$ cat config.mk
export PLATFORM = sky130hd
export DESIGN_NAME = pipeline_hazard_controller
export DESIGN_NICKNAME = d
export VERILOG_FILES = /design/src/rtl/pipeline_hazard_controller.sv
export SDC_FILE = /design/constraint.sdc
export NUM_CORES = 1
export LEC_CHECK = 0
export ABC_CLOCK_PERIOD_IN_PS = 3300
export CAP_MARGIN = 20
export CORE_ASPECT_RATIO = 1.5
export CORE_MARGIN = 1.5
export CORE_UTILIZATION = 53
export CTS_BUF_LIST = sky130_fd_sc_hd__clkbuf_16
export DETAILED_ROUTE_END_ITERATION = 7
export GPL_TIMING_DRIVEN = 0
export PLACE_DENSITY = 0.87
export SLEW_MARGIN = 20
export SYNTH_ARGS = -nofsm -noshare
export SYNTH_HDL_FRONTEND = slang
export SYNTH_SLANG_ARGS = --single-unit
$ cat constraint.sdc
create_clock -name clk -period 3.3 [get_ports clk]
set_input_delay 0.33 -clock clk [delete_from_list [all_inputs] [get_ports clk]]
set_output_delay 0.33 -clock clk [all_outputs]
set_load 0.01 [all_outputs]
$ cat src/rtl/pipeline_hazard_controller.sv
// Hazard sequencer for a five-stage pipeline: load-use bubbles, branch flushes,
// memory-busy freeze with a sticky timeout flag, operand forwarding selects and
// saturating stall/flush cycle counters. State updates on the falling clock edge.
module pipeline_hazard_controller #(
    parameter int unsigned REG_ADDR_WIDTH = 5,
    parameter int unsigned CNT_WIDTH      = 32,
    parameter int unsigned MEM_TIMEOUT    = 255
) (
    input  logic                      clk,
    input  logic                      rst,
    input  logic [REG_ADDR_WIDTH-1:0] Rs1D_i,
    input  logic [REG_ADDR_WIDTH-1:0] Rs2D_i,
    input  logic [REG_ADDR_WIDTH-1:0] Rs1E_i,
    input  logic [REG_ADDR_WIDTH-1:0] Rs2E_i,
    input  logic [REG_ADDR_WIDTH-1:0] RdE_i,
    input  logic [REG_ADDR_WIDTH-1:0] RdM_i,
    input  logic [REG_ADDR_WIDTH-1:0] RdW_i,
    input  logic                      RegWriteE_i,
    input  logic                      RegWriteM_i,
    input  logic                      RegWriteW_i,
    input  logic                      ResultSrcE_i,
    input  logic                      PCSrcE_i,
    input  logic                      MemBusyM_i,
    output logic                      StallF_o,
    output logic                      StallD_o,
    output logic                      StallE_o,
    output logic                      StallM_o,
    output logic                      FlushD_o,
    output logic                      FlushE_o,
    output logic [1:0]                ForwardAE_o,
    output logic [1:0]                ForwardBE_o,
    output logic                      MemTimeout_o,
    output logic [CNT_WIDTH-1:0]      StallCycles_o,
    output logic [CNT_WIDTH-1:0]      FlushCycles_o
);

    localparam int unsigned TO_WIDTH = (MEM_TIMEOUT < 2) ? 1 : $clog2(MEM_TIMEOUT + 1);
    localparam logic [TO_WIDTH-1:0] TO_LIMIT = TO_WIDTH'(MEM_TIMEOUT);

    typedef enum logic [1:0] {StRun, StLuBubble, StMemWait} stateT;

    stateT                stateQ, stateD;
    logic [TO_WIDTH-1:0]  timeoutCntQ, timeoutCntD;
    logic                 memTimeoutQ, memTimeoutD;
    logic [CNT_WIDTH-1:0] stallCntQ, stallCntD;
    logic [CNT_WIDTH-1:0] flushCntQ, flushCntD;
    logic                 loadUseHazard;

    assign loadUseHazard = ResultSrcE_i & RegWriteE_i & (RdE_i != '0) &
                           ((RdE_i == Rs1D_i) | (RdE_i == Rs2D_i));

    // Stall/flush sequencing. MEM_WAIT with busy low behaves exactly like RUN.
    always_comb begin
        stateD   = StRun;
        StallF_o = 1'b0;
        StallD_o = 1'b0;
        StallE_o = 1'b0;
        StallM_o = 1'b0;
        FlushD_o = 1'b0;
        FlushE_o = 1'b0;
        if (!rst) begin
            if (MemBusyM_i) begin
                // Branch resolution is ignored here: E is frozen along with everything else.
                StallF_o = 1'b1;
                StallD_o = 1'b1;
                StallE_o = 1'b1;
                StallM_o = 1'b1;
                stateD   = StMemWait;
            end else if (PCSrcE_i) begin
                FlushD_o = 1'b1;
                FlushE_o = 1'b1;
            end else if (loadUseHazard && stateQ != StLuBubble) begin
                // Bubble lasts one cycle; the load has left E by the next cycle.
                StallF_o = 1'b1;
                StallD_o = 1'b1;
                FlushE_o = 1'b1;
                stateD   = StLuBubble;
            end
        end
    end

    // Forwarding selects: M wins over W, x0 is never forwarded.
    always_comb begin
        ForwardAE_o = 2'b00;
        ForwardBE_o = 2'b00;
        if (!rst) begin
            if (RegWriteM_i && RdM_i != '0 && RdM_i == Rs1E_i)      ForwardAE_o = 2'b10;
            else if (RegWriteW_i && RdW_i != '0 && RdW_i == Rs1E_i) ForwardAE_o = 2'b01;
            if (RegWriteM_i && RdM_i != '0 && RdM_i == Rs2E_i)      ForwardBE_o = 2'b10;
            else if (RegWriteW_i && RdW_i != '0 && RdW_i == Rs2E_i) ForwardBE_o = 2'b01;
        end
    end

    // Memory-wait timeout tracking and saturating performance counters.
    always_comb begin
        timeoutCntD = '0;
        memTimeoutD = memTimeoutQ;
        if (stateQ == StMemWait && MemBusyM_i) begin
            timeoutCntD = (timeoutCntQ == TO_LIMIT) ? timeoutCntQ : timeoutCntQ + TO_WIDTH'(1);
            if (timeoutCntD == TO_LIMIT) memTimeoutD = 1'b1;
        end
        stallCntD = (StallF_o && stallCntQ != '1) ? stallCntQ + CNT_WIDTH'(1) : stallCntQ;
        flushCntD = (FlushE_o && flushCntQ != '1) ? flushCntQ + CNT_WIDTH'(1) : flushCntQ;
    end

    // State registers, updated on the same edge as the pipeline registers.
    always_ff @(negedge clk) begin
        if (rst) begin
            stateQ      <= StRun;
            timeoutCntQ <= '0;
            memTimeoutQ <= 1'b0;
            stallCntQ   <= '0;
            flushCntQ   <= '0;
        end else begin
            stateQ      <= stateD;
            timeoutCntQ <= timeoutCntD;
            memTimeoutQ <= memTimeoutD;
            stallCntQ   <= stallCntD;
            flushCntQ   <= flushCntD;
        end
    end

    assign MemTimeout_o  = memTimeoutQ;
    assign StallCycles_o = stallCntQ;
    assign FlushCycles_o = flushCntQ;

endmodule
==> results by group, run 1 <==
Outcome
  • Error: [ERROR GRT-0232] Routing congestion too high. Check the congestion heatmap in the GUI.
  • Stopping stage: global routing
  • Outcome: aborted with a tool error

Logic synthesis
  • Synthesized instance count: 514
  • Synth top cells by count: 75 x dfxtp_1, 41 x a21oi_1, 40 x nand2_1
  • Synth top area share: 34.90%
  • Syn Area/Cell: 8.369 um2
  • Ys flop type: dfxtp_1
  • Async SR Flop Fraction: 0%
  • Distinct cells, synth: 55
  • Syn. warnings: 0
  • Proportion of synthesized chip area in sequential cells: 34.90%
  • Number of synthesized flops with an enable pin: 0
  • Cell taking the most area after synthesis: dfxtp_1
  • Syn_nets: 560
  • Synth area leaders: dfxtp_1 35%, or4_1 5.8%, xnor2_1 5.3%
  • Synth Register Bits: 75
  • Mapped cell area: 4302 um2
  • Most common cell in the netlist: dfxtp_1

Floorplanning
  • Row count: 40
  • Initial Util: 54.06%
  • I/O pins: 118
  • Die H: 113.3 um
  • Die Wd: 76.56 um

Place
  • DP Worst Slack: -1.237 ns
  • I/O Buffers: 116
  • Dpl hpwl: 9.469 mm
  • RD Place Congestion: 0.9230
  • Dpl cell area: 5644 um2

Global route
  • GRT Util Overall: 77.20%
  • GR Overflow Total: 110
  • Initial antenna violation count: 2
  • Largest net degree at the start of global routing: 13

Clock tree
  • H-tree levels: 3
  • CTS Buffer Depth: 2
  • Hold-fix buffer count after cts: 0
  • Clock sink count: 75
  • CTS Root Cell: clkbuf_16
  • Cts bufs inserted: 9

Timing
  • Worst endpoint, post-GRT repair: StallF_o
  • Worst_ep kind: primary output
## metal layers
layer / GRT overflow / track usage [%]
met1: 0 / 73.17
met2: 52 / 98.45
met3: 0 / 52.50
met4: 58 / 96.30
met5: 0 / 3.529
## metrics by stage
step	hold slack (ns)	cells
floorplan	0.4458	514
global placement	0.4536	735
detailed placement	0.4537	735
CTS	0.4757	856
## cells by family after synthesis
family / share of synthesized area, %
multiplexers: 2.152
AO/OA/AOI/OAI: 17.74
buffers and inverters: 4.828
AND/OR/NAND/NOR: 31.56
flip-flops: 34.90
adder cells (fa/ha/maj): 0.8727
XOR/XNOR: 7.941
## what timing repair did
item / in CTS
endpoints found under the hold margin: 0
pin swaps: 76
endpoints found under the setup margin: 125
gates resized for setup: 303
setup buffers: 23
gates cloned: 8
==> inputs of run 2 (changes only) <==
Settings changed: CORE_ASPECT_RATIO 1.5 to unset, CORE_UTILIZATION 53 to 40, CTS_BUF_LIST sky130_fd_sc_hd__clkbuf_16 to unset, PLACE_DENSITY 0.87 to unset, PLACE_DENSITY_LB_ADDON set to 0.15.
==> run 2 against run 1 <==
Compared with the run above:
- the flow now finishes, with violations (setup timing)
- synthesized cell count stayed put
- synthesized area stayed put
==> results by group, run 2 <==
Outcome
  • Outcome: finished with violations
  • Failing checks: setup timing

Pwr
  • VDD IR-drop max: 0.1801 mV
  • Leakage: 3.082 nW
  • Pwr dens: 320.0 nW/um2

Route
  • Via count: 5205
  • DRT iter0 DRCs: 366
  • # DRC: 0
  • Total wire length: 15.60 mm
  • DRT Pass-1 Iters: 7
  • Antenna violation net count after detailed routing: 0
  • Vias per cell: 5.835
  • DR WL/cell: 17.49 um

Worst setup path
  • Register-to-Register Path Depth: 5
  • Worst Path Required: 1.95 ns
  • Crit path DAT: 2.36 ns
  • Critical path class: in2reg
  • Worst-path fanout max: 5
  • Reg2reg setup slack: 0.71 ns
  • Crit end category: flip-flop
  • Reg2reg end: FlushCycles_o[25]
  • CP endpoint: StallCycles_o[25]
  • Worst Setup SP: RdE_i[2]
  • Nature of the critical path startpoint: input port
  • FF-to-FF Start: FlushCycles_o[6]

Place
  • Dpl hpwl: 9.471 mm (about the same)
  • I/O Buffers: 116 (unchanged)
  • DP Worst Slack: -1.262 ns (-0.02561 ns)
  • RD Place Congestion: 0.8606 (-6.8%)
  • Inst Count DP: 766 (+4.2%)

Timing
  • Final-report setup violation count: 67
  • Worst setup margin: -0.4187 ns
  • Slew Limit Fails: 0
  • Slew headroom: 51.37%
  • Endpoints failing hold: 0
  • Worst clock skew: 0.03048 ns
  • Least-Margin Pin Slew: 0.7295 ns
  • RSZ-0062 raised after global routing: yes
  • Min Hold Slack: 0.4653 ns

Global route
  • First-pass GRT wire length: 24.55 mm
  • Met2 usage: 45.33%
  • Most used routing layer: met2
  • Met1 Use GR: 29.08%
  • GRT Util Overall: 26.63%
  • Vias in the first global route: 5368
  • Grt met3 use: 8.997%
  • Largest net degree at the start of global routing: 14
  • Initial antenna violation count: 0
  • GR Overflow Total: 0

Logic synthesis
  • Syn Area/Cell: 8.369 um2 (unchanged)
  • Proportion of synthesized chip area in sequential cells: 34.90% (unchanged)
  • Cell taking the most area after synthesis: dfxtp_1
  • Most common cell in the netlist: dfxtp_1
  • Synth area leaders: dfxtp_1 35%, or4_1 5.8%, xnor2_1 5.3%
  • Number of synthesized flops with an enable pin: 0 (unchanged)
  • Synth Register Bits: 75 (unchanged)
  • Ys flop type: dfxtp_1
  • Async SR Flop Fraction: 0% (unchanged)
  • Synth top area share: 34.90% (unchanged)
  • Syn_nets: 560 (unchanged)
  • Distinct cells, synth: 55 (unchanged)
  • Synthesized instance count: 514 (unchanged)
  • Syn. warnings: 0 (unchanged)
  • Mapped cell area: 4302 um2 (unchanged)
  • Synth top cells by count: 75 x dfxtp_1, 41 x a21oi_1, 40 x nand2_1

Clock tree
  • CTS Buffer Depth: 2 (unchanged)
  • Hold-fix buffer count after cts: 0 (unchanged)
  • Clock sink count: 75 (unchanged)
  • Cts bufs inserted: 9 (unchanged)
  • CTS Root Cell: clkbuf_8
  • Worst skew pair latency: 0.42 ns
  • Clk slew on worst S/H paths: 0.03 ns
  • H-tree levels: 3 (unchanged)
  • CTS tree: done

Finish
  • Commonest non-fill, non-tap cell in the layout: inv_1
  • Nets: 797
  • Share of layout cells above drive strength 1: 29.37%
  • Layout area overhead: 67.95%
  • Most frequent cells in the layout: 80 x inv_1, 64 x dlygate4sd2_1, 51 x dfxtp_1
  • Fill count: 863
  • N_diodes: 0
  • Final non-filler cell total: 892

Floorplanning
  • Die area: 11380 um2
  • Die H: 106.7 um (-5.9%)
  • Die Wd: 106.7 um (+39%)
  • I/O pins: 118 (unchanged)
  • Initial Util: 41.48% (-13 points)
  • Core Box Area: 10370 um2
  • Row count: 37 (-7.5%)

Worst hold path
  • Min-Delay Path Class: reg2reg

Flow run
  • MaxCap Viol Count: 0
==> run 2: worst min path at each step <==
stage	startpoint	end	slack (ns)	cells past startpoint
6_report	MemTimeout_o	MemTimeout_o	0.47	2
5_1_grt	FlushCycles_o[16]	FlushCycles_o[16]	0.51	2
4_1_cts	MemTimeout_o	MemTimeout_o	0.48	2
3_5_place_dp	MemTimeout_o	MemTimeout_o	0.47	2
3_3_place_gp	MemTimeout_o	MemTimeout_o	0.47	2
2_1_floorplan	timeoutCntQ[6]	timeoutCntQ[6]	0.45	1
==> run 2: area by class of cell <==
type                            instances  area, um2  area share, %
Clock inverter                         82      330.3          4.572
Clock buffer                            9      123.9          1.715
Tap cell                              136      170.2          2.355
Buffer                                 29      255.2          3.533
Sequential cell                        75       1531          21.20
Inverter                                5      18.77         0.2598
Multi-Input combinational cell        403       3222          44.60
Timing Repair Buffer                  153       1573          21.77
==> run 2: report_power, final <==
group | leakage, nW | total [mW] | internal (mW) | switching (mW)
Sequential | 0.617 | 0.919 | 0.915 | 0.00424
Clock | 0.497 | 1.05 | 0.398 | 0.653
Combinational | 1.97 | 0.342 | 0.182 | 0.161
==> run 2: cell families (layout without fill, tap and decap cells) <==
kind of cell	after synthesis	count (layout)	synth area share, %
flip-flops	75	75	34.90
XOR/XNOR	39	39	7.941
AND/OR/NAND/NOR	234	234	31.56
adder cells (fa/ha/maj)	3	3	0.8727
multiplexers	9	9	2.152
AO/OA/AOI/OAI	118	118	17.74
buffers and inverters	36	278	4.828
==> run 2: routing by layer <==
metal,vias up,wire [um]
li1,2438,-
met1,2504,6118
met3,43,1122
met5,-,0
met4,0,429
met2,220,7927
==> run 2: through the flow <==
| stage | power (mW) | TNS [ns] | util (%) | instance area, um2 |
|---|---|---|---|---|
| final | 2.312 | -19.55 | 69.67 | 7224 |
| after global routing | 2.471 | -21.31 | 69.67 | 7224 |
| after CTS | 2.282 | -14.57 | 65.71 | 6814 |
| after detailed placement | 1.288 | -73.23 | 54.80 | 5683 |
| after global placement | 1.283 | -73.40 | 54.80 | 5683 |
| after floorplan | 1.178 | -20.50 | - | 4352 |
==> run 2: repair_timing <==
item                       CTS  global route
cloned                       7             1
gates resized for setup    271            82
setup endpoints to repair  130            73
buffers inserted            27             7
pin swaps                   70            45
==> run 2: critical path: stages <==
cell and delay [ns]:
buf_8 0.11, or4_4 0.52, o2111a_2 0.30, a31oi_4 0.23, buf_4 0.15, buf_6 0.08
buf_6 0.08, buf_6 0.10, buf_6 0.11, buf_8 0.12, nor4_4 0.04, o21a_1 0.19
Note: power is estimated with default switching activity, not from simulation.
